### config.mk
export PLATFORM = sky130hd
export DESIGN_NAME = lane_deskew_fifo
export DESIGN_NICKNAME = d
export VERILOG_FILES = /design/src/rtl/pcs_deskew_pkg.sv /design/src/rtl/deskew_ram.sv /design/src/rtl/lane_deskew_fifo.sv
export SDC_FILE = /design/constraint.sdc
export NUM_CORES = 1
export LEC_CHECK = 0
export BUFFER_PORTS_ARGS = -buffer_cell sky130_fd_sc_hd__buf_2
export CAP_MARGIN = 0
export CORE_MARGIN = 2
export CORE_UTILIZATION = 42
export CTS_BUF_LIST = sky130_fd_sc_hd__clkbuf_4 sky130_fd_sc_hd__clkbuf_8 sky130_fd_sc_hd__clkbuf_16
export DETAILED_ROUTE_END_ITERATION = 10
export PLACE_DENSITY = 0.58
export SLEW_MARGIN = 20
export SYNTH_ARGS = -nofsm -noshare
export SYNTH_HDL_FRONTEND = slang
export SYNTH_SLANG_ARGS = --single-unit
export TNS_END_PERCENT = 20
### constraint.sdc
create_clock -name i_clock -period 11.2 [get_ports i_clock]
set_input_delay 2.24 -clock i_clock [delete_from_list [all_inputs] [get_ports i_clock]]
set_output_delay 2.24 -clock i_clock [all_outputs]
set_load 0.01 [all_outputs]
### src/rtl/pcs_deskew_pkg.sv
// Shared PCS deskew constants, lock-state encoding and skew-width helper.
// Used by the deskew FSM and the per-lane deskew FIFOs.
package pcs_deskew_pkg;

  localparam int NB_BLOCK = 66;
  localparam int MAX_SKEW = 16;
  localparam int N_LANES  = 20;

  typedef enum logic {
    UNLOCKED = 1'b0,
    LOCKED   = 1'b1
  } lock_state_e;

  // Counter width able to hold the value max_skew itself.
  function automatic int skew_width(input int max_skew);
    return $clog2(max_skew) + 1;
  endfunction

endpackage

### src/rtl/deskew_ram.sv
// Simple dual-port RAM: synchronous write, asynchronous read.
// Ports: i_clock, i_wr_en/i_wr_addr/i_wr_data write side, i_rd_addr -> o_rd_data.
module deskew_ram #(
  parameter int DEPTH   = 16,
  parameter int WIDTH   = 66,
  parameter int NB_ADDR = $clog2(DEPTH)
) (
  input  logic               i_clock,
  input  logic               i_wr_en,
  input  logic [NB_ADDR-1:0] i_wr_addr,
  input  logic [WIDTH-1:0]   i_wr_data,
  input  logic [NB_ADDR-1:0] i_rd_addr,
  output logic [WIDTH-1:0]   o_rd_data
);

  logic [WIDTH-1:0] mem_q [DEPTH];

  always_ff @(posedge i_clock) begin
    if (i_wr_en) begin
      mem_q[i_wr_addr] <= i_wr_data;
    end
  end

  assign o_rd_data = mem_q[i_rd_addr];

endmodule

### src/rtl/lane_deskew_fifo.sv
// Per-lane programmable-delay buffer: re-emits the lane block stream delayed
// by (common - lane) valid blocks. Ports: i_* stream/strobes in, o_* stream/status out.
module lane_deskew_fifo
  import pcs_deskew_pkg::*;
#(
  parameter int NB_DATA  = pcs_deskew_pkg::NB_BLOCK,
  parameter int MAX_SKEW = pcs_deskew_pkg::MAX_SKEW,
  parameter int NB_PTR   = $clog2(MAX_SKEW),
  parameter int NB_COUNT = skew_width(MAX_SKEW)
) (
  input  logic                i_clock,
  input  logic                i_reset_n,
  input  logic                i_enable,
  input  logic                i_valid,
  input  logic [NB_DATA-1:0]  i_data,
  input  logic                i_resync,
  input  logic                i_set_fifo_delay,
  input  logic [NB_COUNT-1:0] i_common_counter,
  input  logic [NB_COUNT-1:0] i_lane_counter,
  output logic                o_valid,
  output logic [NB_DATA-1:0]  o_data,
  output logic                o_locked,
  output logic                o_delay_error,
  output logic [NB_PTR-1:0]   o_delay
);

  localparam logic [NB_PTR-1:0] FILL_MAX = NB_PTR'(MAX_SKEW - 1);

  logic [NB_PTR-1:0]   wr_ptr_q, wr_ptr_d;
  logic [NB_PTR-1:0]   fill_q, fill_d;
  logic [NB_PTR-1:0]   delay_q, delay_d;
  lock_state_e         state_q, state_d;
  logic                err_q, err_d;
  logic                valid_q, valid_d;
  logic [NB_DATA-1:0]  data_q, data_d;

  logic                wr_en;
  logic [NB_PTR-1:0]   rd_addr;
  logic [NB_DATA-1:0]  rd_data;
  logic [NB_COUNT-1:0] diff;
  logic                set_ok;

  assign wr_en   = i_enable & i_valid;
  // Entry written `delay` valid-writes ago; wraps modulo depth.
  assign rd_addr = wr_ptr_q - delay_q;
  assign diff    = i_common_counter - i_lane_counter;
  assign set_ok  = (i_lane_counter <= i_common_counter)
                 && (diff < NB_COUNT'(MAX_SKEW))
                 && (diff <= NB_COUNT'(fill_q));

  deskew_ram #(
    .DEPTH (MAX_SKEW),
    .WIDTH (NB_DATA)
  ) u_ram (
    .i_clock   (i_clock),
    .i_wr_en   (wr_en),
    .i_wr_addr (wr_ptr_q),
    .i_wr_data (i_data),
    .i_rd_addr (rd_addr),
    .o_rd_data (rd_data)
  );

  always_comb begin
    wr_ptr_d = wr_ptr_q;
    fill_d   = fill_q;
    delay_d  = delay_q;
    state_d  = state_q;
    err_d    = err_q;
    valid_d  = valid_q;
    data_d   = data_q;
    if (i_enable) begin
      if (wr_en) begin
        wr_ptr_d = wr_ptr_q + NB_PTR'(1);
        if (fill_q != FILL_MAX) begin
          fill_d = fill_q + NB_PTR'(1);
        end
      end
      valid_d = wr_en && (state_q == LOCKED);
      if (valid_d) begin
        // Zero delay must bypass: the RAM slot is written this same edge.
        data_d = (delay_q == '0) ? i_data : rd_data;
      end
      if (i_resync) begin
        state_d = UNLOCKED;
        fill_d  = '0;
        delay_d = '0;
        err_d   = 1'b0;
        valid_d = 1'b0;
      end else if (i_set_fifo_delay) begin
        if (set_ok) begin
          delay_d = diff[NB_PTR-1:0];
          state_d = LOCKED;
          err_d   = 1'b0;
        end else begin
          err_d   = 1'b1;
        end
      end
    end
  end

  always_ff @(posedge i_clock or negedge i_reset_n) begin
    if (!i_reset_n) begin
      wr_ptr_q <= '0;
      fill_q   <= '0;
      delay_q  <= '0;
      state_q  <= UNLOCKED;
      err_q    <= 1'b0;
      valid_q  <= 1'b0;
      data_q   <= '0;
    end else begin
      wr_ptr_q <= wr_ptr_d;
      fill_q   <= fill_d;
      delay_q  <= delay_d;
      state_q  <= state_d;
      err_q    <= err_d;
      valid_q  <= valid_d;
      data_q   <= data_d;
    end
  end

  assign o_valid       = valid_q;
  assign o_data        = data_q;
  assign o_locked      = (state_q == LOCKED);
  assign o_delay_error = err_q;
  assign o_delay       = delay_q;

endmodule

## After elaboration in Yosys (flattened, before gate mapping)

Memory sizes are Yosys's and may differ from the RTL's. A register that Yosys moved wholly into a read port is not among the register bits.
Index checks and enable logic that the tools add are counted.

| word-level totals | value |
|---|---|
| output and inout port bits | 73 |
| memories | 1 |
| register bits after elaboration | 15 |
| input port bits | 82 |
| bits in writable memories | 1056 |
| logic and storage cells | 44 |

| cells by class | value |
|---|---|
| $add $sub $neg | 4 |
| order comparisons | 3 |
| mux-type cells | 15 |
| equal/unequal tests | 1 |
| bitwise logic cells | 1 |
| reduce and logical (&&, ||, !) cells | 13 |

Memories:

| memory | depth | width | rd ports | clocked after Yosys merged registers in | write ports | RTL line | text |
|---|---|---|---|---|---|---|---|
| u_ram.mem_q | 16 | 66 | 1 | 1 | 1 | deskew_ram.sv:16 | `logic [WIDTH-1:0] mem_q [DEPTH];` |

Operators with widths:

| kind | count |
|---|---|
| 4-bit 2-to-1 mux | 6 |
| 1-bit 2-to-1 mux | 9 |
| 4-bit by 1-bit adder with 4-bit output (second input constant) | 2 |
| 2-bit nonzero test | 4 |
| 2-bit AND reduction | 3 |
| 3-bit AND reduction | 2 |
| 5-bit by 4-bit less-or-equal comparator with 1-bit output | 1 |
| 5-bit less-or-equal comparator | 1 |
| 5-bit less-than comparator (second input constant) | 1 |
| 5-bit subtractor | 1 |
| 4-bit != test (second input constant) | 1 |
| 4-bit subtractor | 1 |
| 1-bit logical AND | 3 |
| 1-bit AND | 1 |
| 1-bit zero test | 1 |

## Depth between registers and ports, before layout

Gate-level depths: netlist of run 1.

| depth | value |
|---|---|
| word-level depth | 7 |
| mapped depth | 13 |
| mapped depth without buffers | 13 |

## Cells and area by module

From an unflattened synthesis of run 1, not the netlist that was laid out.

| unflattened totals | value |
|---|---|
| cell total of the unflattened synthesis | 2037 |
| area total of the unflattened synthesis | 43611.8 um^2 |

By module, submodules not included:

| module | area each (um^2) | sequential area each (um^2) | times used | cells each |
|---|---|---|---|---|
| deskew_ram | 39480.4 | 31710.4 | 1 | 1632 |
| lane_deskew_fifo | 4131.5 | 2026.9 | 1 | 405 |

## Worst setup path before layout of run 1

No wires, ideal clock.

| timing | value |
|---|---|
| path kind | input-to-reg |
| start point | input i_enable |
| end point | memory u_ram.mem_q[3][0], enable pin |
| data required time | 10.629 ns |
| path buffers | 1 |
| stages on the path | 4 |
| slack | 3.479 ns |
| data arrival time | 7.150 ns |
| library setup time | 0.571 ns |
| cell sequence | and2_1 buf_2 nand2_1 nor3_1 |

| on the way | value |
|---|---|
| word-level cells in the longest chain between the ends | 3 |

Ends and longest elaborated chain:

| item | RTL line | text |
|---|---|---|
| from (decl) | lane_deskew_fifo.sv:13 | `input logic i_enable,` |
| 1-bit AND | lane_deskew_fifo.sv:43 | `assign wr_en = i_enable & i_valid;` |
| 1-bit 2-to-1 mux | deskew_ram.sv:19 | `if (i_wr_en) begin` |
| 1-bit 2-to-1 mux (implied by the code) | deskew_ram.sv:20 | `mem_q[i_wr_addr] <= i_wr_data;` |
| to (decl) | deskew_ram.sv:16 |  |

No other way between the ends.

## Final worst setup path of run 1

| timing | value |
|---|---|
| start point | register wr_ptr_q[0] |
| end point | register data_q[59] (netlist: o_data[59]) (read register of u_ram.mem_q) |

| on the way | value |
|---|---|
| word-level cells in the longest chain between the ends | 1 |

Ends and longest elaborated chain:

| item | RTL line | text |
|---|---|---|
| from (decl) | lane_deskew_fifo.sv:29 | `logic [NB_PTR-1:0] wr_ptr_q, wr_ptr_d;` |
| from (signal assigned) | lane_deskew_fifo.sv:111 | `wr_ptr_q <= wr_ptr_d;` |
| 4-bit subtractor | lane_deskew_fifo.sv:45 | `assign rd_addr = wr_ptr_q - delay_q;` |
| to (decl) | lane_deskew_fifo.sv:35 | `logic [NB_DATA-1:0] data_q, data_d;` |

No other way between the ends.
A chain may end at the register's enable or synchronous reset.

==> results.yml, run 1 <==
power_and_ir_drop:
  ir_drop_uv: 301
  leakagePower_nw: 16.8
  powerDensity_nw_per_um2: 280
yosys:
  synthCells: 2113
  yosysTopAreaCell: "edfxtp_1"
  synthDominantCellAreaShare_pct: 71.9
  synth-seq-cells: 1137
  yosys_warnings: 0
  synth.area.top_cells: "edfxtp_1 72%, mux4_2 13%, dfrtp_1 4.6%, mux2_2 1.7%, mux2i_1 1.6%"
  ys_async_sr_fraction_pct: 7.12
  synth.distinct_cells: 39
  netlist_area_um2: 44100
  synth-edff-count: 1056
  synth_ff_type: "edfxtp_1"
  synth-seq-area-share_pct: 76.5
  post_synth.cell_area_avg_um2: 20.9
  synth_commonest_cells: "1,056 x edfxtp_1, 264 x mux4_2, 87 x nor2_1"
  syn-num-nets: 2215
  yosys.cell_count.top_type: "edfxtp_1"
setup_path:
  worstPathCellList: "inv_1, ha_4, buf_12, buf_16, buf_4, buf_4, mux4_2, mux2_2, a21oi_1, o22ai_1"
  cpMostUsedCell: "buf_4"
  cp_max_fo: 61
  endpoint_kind: "register"
  arrival_ns: 5.33
  critPathKind: "register to register"
  cp_slowest_cell: "buf_4"
  required_ns: 11.73
  cp_slowest_stage_delay_ns: 0.70
  cp-start-kind: "register"
layout:
  nets: 2409
  drive_gt1_share_pct: 31.1
  syn2layout_area_growth_pct: 14.7
  fin_util_pct: 48.8
route:
  drcViolationCount: 0
  drt_iter0_drc: 2102
  wl_per_cell_um: 27.2
  vias_per_cell: 5.69
  vias: 21600
  postRouteAntennaNets: 0
  wl_mm: 103
  drtPass1Iterations: 8
timing:
  rsz0062_at_grt: "no"
  fmax_ghz: 0.208
  maxSlewHeadroom_pct: 20.6
  final_hold_viol_count: 0
  fin_crit_ns: 4.80
  setup_slack_ns: 6.40
  fin_crit_sh_pct: 42.9
  setup_viol: 0
  tightest_slew_ns: 1.19
  fin_skew_ns: 0.0286
  slew_viol_final: 0
  fin_setup_tns_ns: 0
die:
  placementRows: 118
  core_area_um2: 104000
  dieHeight_um: 328
  ios: 155
  die_w_um: 328
  start_util_pct: 42.5
  die_area_um2: 108000
clocking:
  path_clk_slew_ns: 0.06
  cts_inserted_buffers: 113
  cts-resized-gates: 0
  htreeDepth: 3
  cts_sinks: 1137
  clockBufferDepth: 3
  cts_tree: "yes"
  cts_hold_buf: 0
  cts_setup_buffers: 0
  root_buffer: "clkbuf_16"
  clk_latency_ns: 0.67
outcome:
  status: "complete, no violations"
global_route:
  grt_max_degree: 113
  track_usage_pct: 19.3
  antenna_found_initial: 10
  grt_pass1_wl_mm: 153
  grt_overflow: 0
  grt_pass1_vias: 22800
place:
  gp_congestion: 0.748
  portBuffers: 154
  hpwl_mm: 53.6
  pre_cts_slack_ns: 5.80
min_path:
  min_path_type: "register to register"
flow_run:
  maxCapViolations: 0
placed cells by master (no fill, tap or decap), types with 2 or more instances in the layout:
cell type,netlist,final
o22ai_1,44,44
clkinv_2,0,16
o21ai_0,2,2
buf_4,1,39
a31oi_1,2,2
nand3_1,64,64
clkbuf_8,0,10
inv_1,19,19
a21oi_1,79,79
buf_2,44,153
clkinvlp_4,0,3
nor2_4,0,13
bufinv_16,0,12
nand2b_1,4,3
dfrtp_1,81,81
inv_6,0,2
mux4_2,264,264
edfxtp_1,1056,1056
clkbuf_4,0,28
nor2_1,87,74
clkinv_1,0,23
nand4_1,3,3
xnor2_1,9,9
buf_6,0,3
mux2_2,67,67
o211ai_1,30,30
ha_1,18,17
buf_16,0,3
nor3_2,0,4
clkbuf_16,0,118
mux2i_1,70,70
nand2_1,72,71
flip-flops by register name (all words and copies together), names as in the netlist:
register and cells:
o_delay_error 1, wr_ptr_q 4, o_locked 1, fill_q 4
o_delay 4, o_valid 1, u_ram.mem_q 1056, o_data 66
layout make-up:
class | instances | area (µm²)
Clock buffer | 156 | 3300
Tap cell | 1380 | 1730
Timing Repair Buffer | 200 | 1210
Multi-Input combinational cell | 836 | 9970
Antenna cell | 1 | 2.50
Sequential cell | 1137 | 33700
Fill cell | 8401 | 53200
Clock inverter | 57 | 583
Inverter | 19 | 71.3
stage by stage:
stage / instance area (µm²) / std cells / hold WS (ns) / power [mW]
6_report: 50600 / 3786 / 0.496 / 14.2
2_1_floorplan: 44100 / 2113 / 0.530 / 8.95
3_3_place_gp: 46600 / 3568 / 0.500 / 10.4
5_1_grt: 50600 / 3785 / 0.528 / 14.9
4_1_cts: 50500 / 3783 / 0.505 / 14.3
3_5_place_dp: 46600 / 3570 / 0.491 / 10.5
worst max-delay path: cells and delay by family (launching register included):
kind	cells	cell delay, ns
buffers and inverters	5	2.37
multiplexers	2	0.89
adder cells (fa/ha/maj)	1	0.57
flip-flops	1	0.39
AO/OA/AOI/OAI	2	0.27
final timing paths:
kind / from / endpoint / slack, ns / cells after the start
setup reg to reg: wr_ptr_q[0]$_DFFE_PN0P_ / o_data[59]$_DFFE_PN0P_ / 6.40 / 10
hold / removal: o_data[61]$_DFFE_PN0P_ / o_data[61]$_DFFE_PN0P_ / 0.50 / 2
setup / recovery: wr_ptr_q[0]$_DFFE_PN0P_ / o_data[59]$_DFFE_PN0P_ / 6.40 / 10
min in group asynchronous: i_reset_n / o_data[3]$_DFFE_PN0P_ / 1.63 / 1
hold reg to reg: o_data[61]$_DFFE_PN0P_ / o_data[61]$_DFFE_PN0P_ / 0.50 / 2
max in group asynchronous: i_reset_n / o_data[40]$_DFFE_PN0P_ / 8.27 / 2
per-layer routing:
layer / wire length [µm] / GRT usage (%) / vias up
li1: - / - / 9087
met2: 51200 / 32.1 / 710
met3: 6020 / 3.27 / 139
met5: 55 / 0 / -
met1: 43900 / 26.6 / 11600
met4: 1760 / 4.56 / 10
report_power, final:
group          total (mW)  leakage [nW]  internal, mW  switching [mW]
clock                3.88          1.94          2.33            1.55
sequential           5.15          10.5          4.97           0.177
combinational        5.14          4.33          2.33            2.81
total                14.2          16.8          9.63            4.54
logic make-up after synthesis:
logic type      synth area share [%]
mux                             16.8
flops                           76.5
fa+ha+maj                      0.601
xor+xnor                       0.267
simple gates                    2.33
buf+inv                         1.32
compound gates                  2.22
No activity file was read; power rests on OpenSTA's default activity.
==> inputs of run 2 (changes only) <==
ABC_AREA = 1   (was default)
clock period = 4.5 ns   (was 11.2 ns; I/O delays follow)
==> results.yml, run 2 <==
yosys:
  yosys.cell_count.top_type: "nand2_1"
  post_synth.cell_area_avg_um2: 10.4
  synth-seq-area-share_pct: 69.4
  synthDominantCellAreaShare_pct: 65.2
  synth-edff-count: 1056
  syn-num-nets: 4779
  netlist_area_um2: 48600
  synth_commonest_cells: "1,901 x nand2_1, 1,056 x edfxtp_1, 611 x nand3_1"
  synth_ff_type: "edfxtp_1"
  yosysTopAreaCell: "edfxtp_1"
  synthCells: 4677
  yosys_warnings: 0
  synth.distinct_cells: 26
  synth.area.top_cells: "edfxtp_1 65%, nand2_1 15%, nand3_1 6.3%, dfrtp_1 4.2%, inv_1 3.3%"
  ys_async_sr_fraction_pct: 7.12
  synth-seq-cells: 1137
timing:
  fin_crit_sh_pct: 71.9
  final_hold_viol_count: 0
  fin_crit_ns: 3.23
  fmax_ghz: 0.309
  fin_setup_tns_ns: 0
  timing.hold.ws_ns: 0.281
  slew_viol_final: 0
  rsz0062_at_grt: "no"
  maxSlewHeadroom_pct: 21.3
  setup_viol: 0
  tightest_slew_ns: 1.18
  fin_skew_ns: 0.0219
clocking:
  path_clk_slew_ns: 0.06
  htreeDepth: 3
  cts_setup_buffers: 0
  cts_inserted_buffers: 116
  clockBufferDepth: 3
  cts_tree: "yes"
  root_buffer: "clkbuf_16"
  cts_hold_buf: 0
  cts_sinks: 1137
  clk_latency_ns: 0.72
  cts-resized-gates: 0
layout:
  fin_area_um2: 55100
  layout_commonest_cell: "nand2_1"
  stdcell_count: 6389
  regMostFlops: "u_ram.mem_q"
  layout_common_cells: "1,897 x nand2_1, 1,056 x edfxtp_1, 609 x nand3_1"
  drive_gt1_share_pct: 9.71
  fin_util_pct: 48.2
  largest_reg_flops: 1056
  nets: 4871
  syn2layout_area_growth_pct: 13.4
power_and_ir_drop:
  powerDensity_nw_per_um2: 627
  leakagePower_nw: 23.1
  ir_drop_uv: 776
setup_path:
  cp-start-kind: "register"
  critPathKind: "register to register"
  endpoint_kind: "register"
  arrival_ns: 3.89
  cp_num_buf_inv: 3
  r2r_setup_slack_ns: 1.27
  cpLargestDelayFamily: "buffers and inverters"
  required_ns: 5.15
  cpMostUsedCell: "nand3_1"
  worstPathCellList: "inv_1, ha_4, fa_4, buf_4, buf_4, nand3_1, nand3_1, nand3_1, nand3_1, nand2_1, nand2_1"
  cp_max_fo: 42
  cp_slowest_stage_delay_ns: 0.84
  cp_slowest_cell: "fa_4"
die:
  start_util_pct: 42.4
  ios: 155
  die_w_um: 344
  dieHeight_um: 344
  core_area_um2: 115000
  placementRows: 124
  die_area_um2: 118000
route:
  drt_iter0_drc: 3158
  drtPass1Iterations: 6
  postRouteAntennaNets: 0
  drcViolationCount: 0
  vias_per_cell: 5.19
  vias: 33200
  wl_mm: 134
  wl_per_cell_um: 21.0
global_route:
  grt_overflow: 0
  track_usage_pct: 22.6
  antenna_found_initial: 14
  grt_max_degree: 188
  grt_pass1_vias: 32100
  grt_pass1_wl_mm: 202
place:
  hpwl_mm: 66.5
  place_area_um2: 51200
  portBuffers: 154
  gp_congestion: 0.753
  dp_cells: 6163
min_path:
  min_path_type: "primary input to async pin"
outcome:
  status: "complete, no violations"
flow_run:
  maxCapViolations: 0
[run 2: changes by cell type after synthesis, sizes merged, moves of 43 or more]
cell / delta
mux4: -264
mux2i: -70
nand3: +547
mux2: -67
o21ai: +71
nor2: +66
a21oi: -73
nand2: +1830
inv: +416
nand4: +67
o22ai: -43
buf: +101
[run 2: routing by layer]
| layer | vias up | GRT usage [%] | part of all wire (%) |
|---|---|---|---|
| met5 | - | 0 | 0.048 |
| met4 | 10 | 8.00 | 3.0 |
| met3 | 272 | 2.99 | 6.3 |
| met2 | 1077 | 37.2 | 47 |
| met1 | 16200 | 30.9 | 43 |
| li1 | 15600 | - | - |
[run 2: cell families after synthesis]
logic type | share of synthesized area [%]
AND/OR/NAND/NOR | 23.1
flip-flops | 69.4
buffers and inverters | 5.98
AO/OA/AOI/OAI | 0.834
adder cells (fa/ha/maj) | 0.546
XOR/XNOR | 0.0901
[run 2: where the power goes]
group	leakage, nW	internal, mW	switching (mW)
Sequential	10.6	12.3	0.402
Combinational	10.6	3.44	8.64
Clock	1.98	5.71	4.05
[run 2: worst paths after layout]
check                                   startpoint                     end  cells past startpoint
setup / recovery           wr_ptr_q[0]$_DFFE_PN0P_   o_data[2]$_DFFE_PN0P_                     11
setup reg to reg           wr_ptr_q[0]$_DFFE_PN0P_   o_data[2]$_DFFE_PN0P_                     11
hold / removal                           i_reset_n   fill_q[0]$_DFFE_PN0P_                      1
max in group asynchronous                i_reset_n  o_data[54]$_DFFE_PN0P_                      2
min in group i_clock                      i_resync     o_valid$_DFFE_PN0P_                      2
hold reg to reg             o_data[55]$_DFFE_PN0P_  o_data[55]$_DFFE_PN0P_                      2
[run 2: cell type report]
cell class,instances,area (µm²)
timing repair buffer,233,1770
fill,10400,59400
multi-input combinational,2846,12200
sequential,1137,33700
clock inverter,39,355
antenna,6,15.0
tap,1512,1890
clock buffer,181,3550
inverter,435,1650
[run 2: metrics by stage]
| stage | power, mW | setup slack, ns |
|---|---|---|
| finish | 34.6 | 1.27 |
| global route | 36.5 | 1.11 |
| CTS | 34.8 | 1.31 |
| detailed placement | 25.0 | 1.31 |
| global placement | 25.0 | 1.39 |
| floorplan | 21.0 | -1.66 |
[run 2: worst reg2reg max path: cells and delay by family (launching register included)]
kind          cells  cell delay (ns)
fa+ha+maj         2             1.03
buf+inv           3             1.16
flops             1             0.38
simple gates      6             0.63
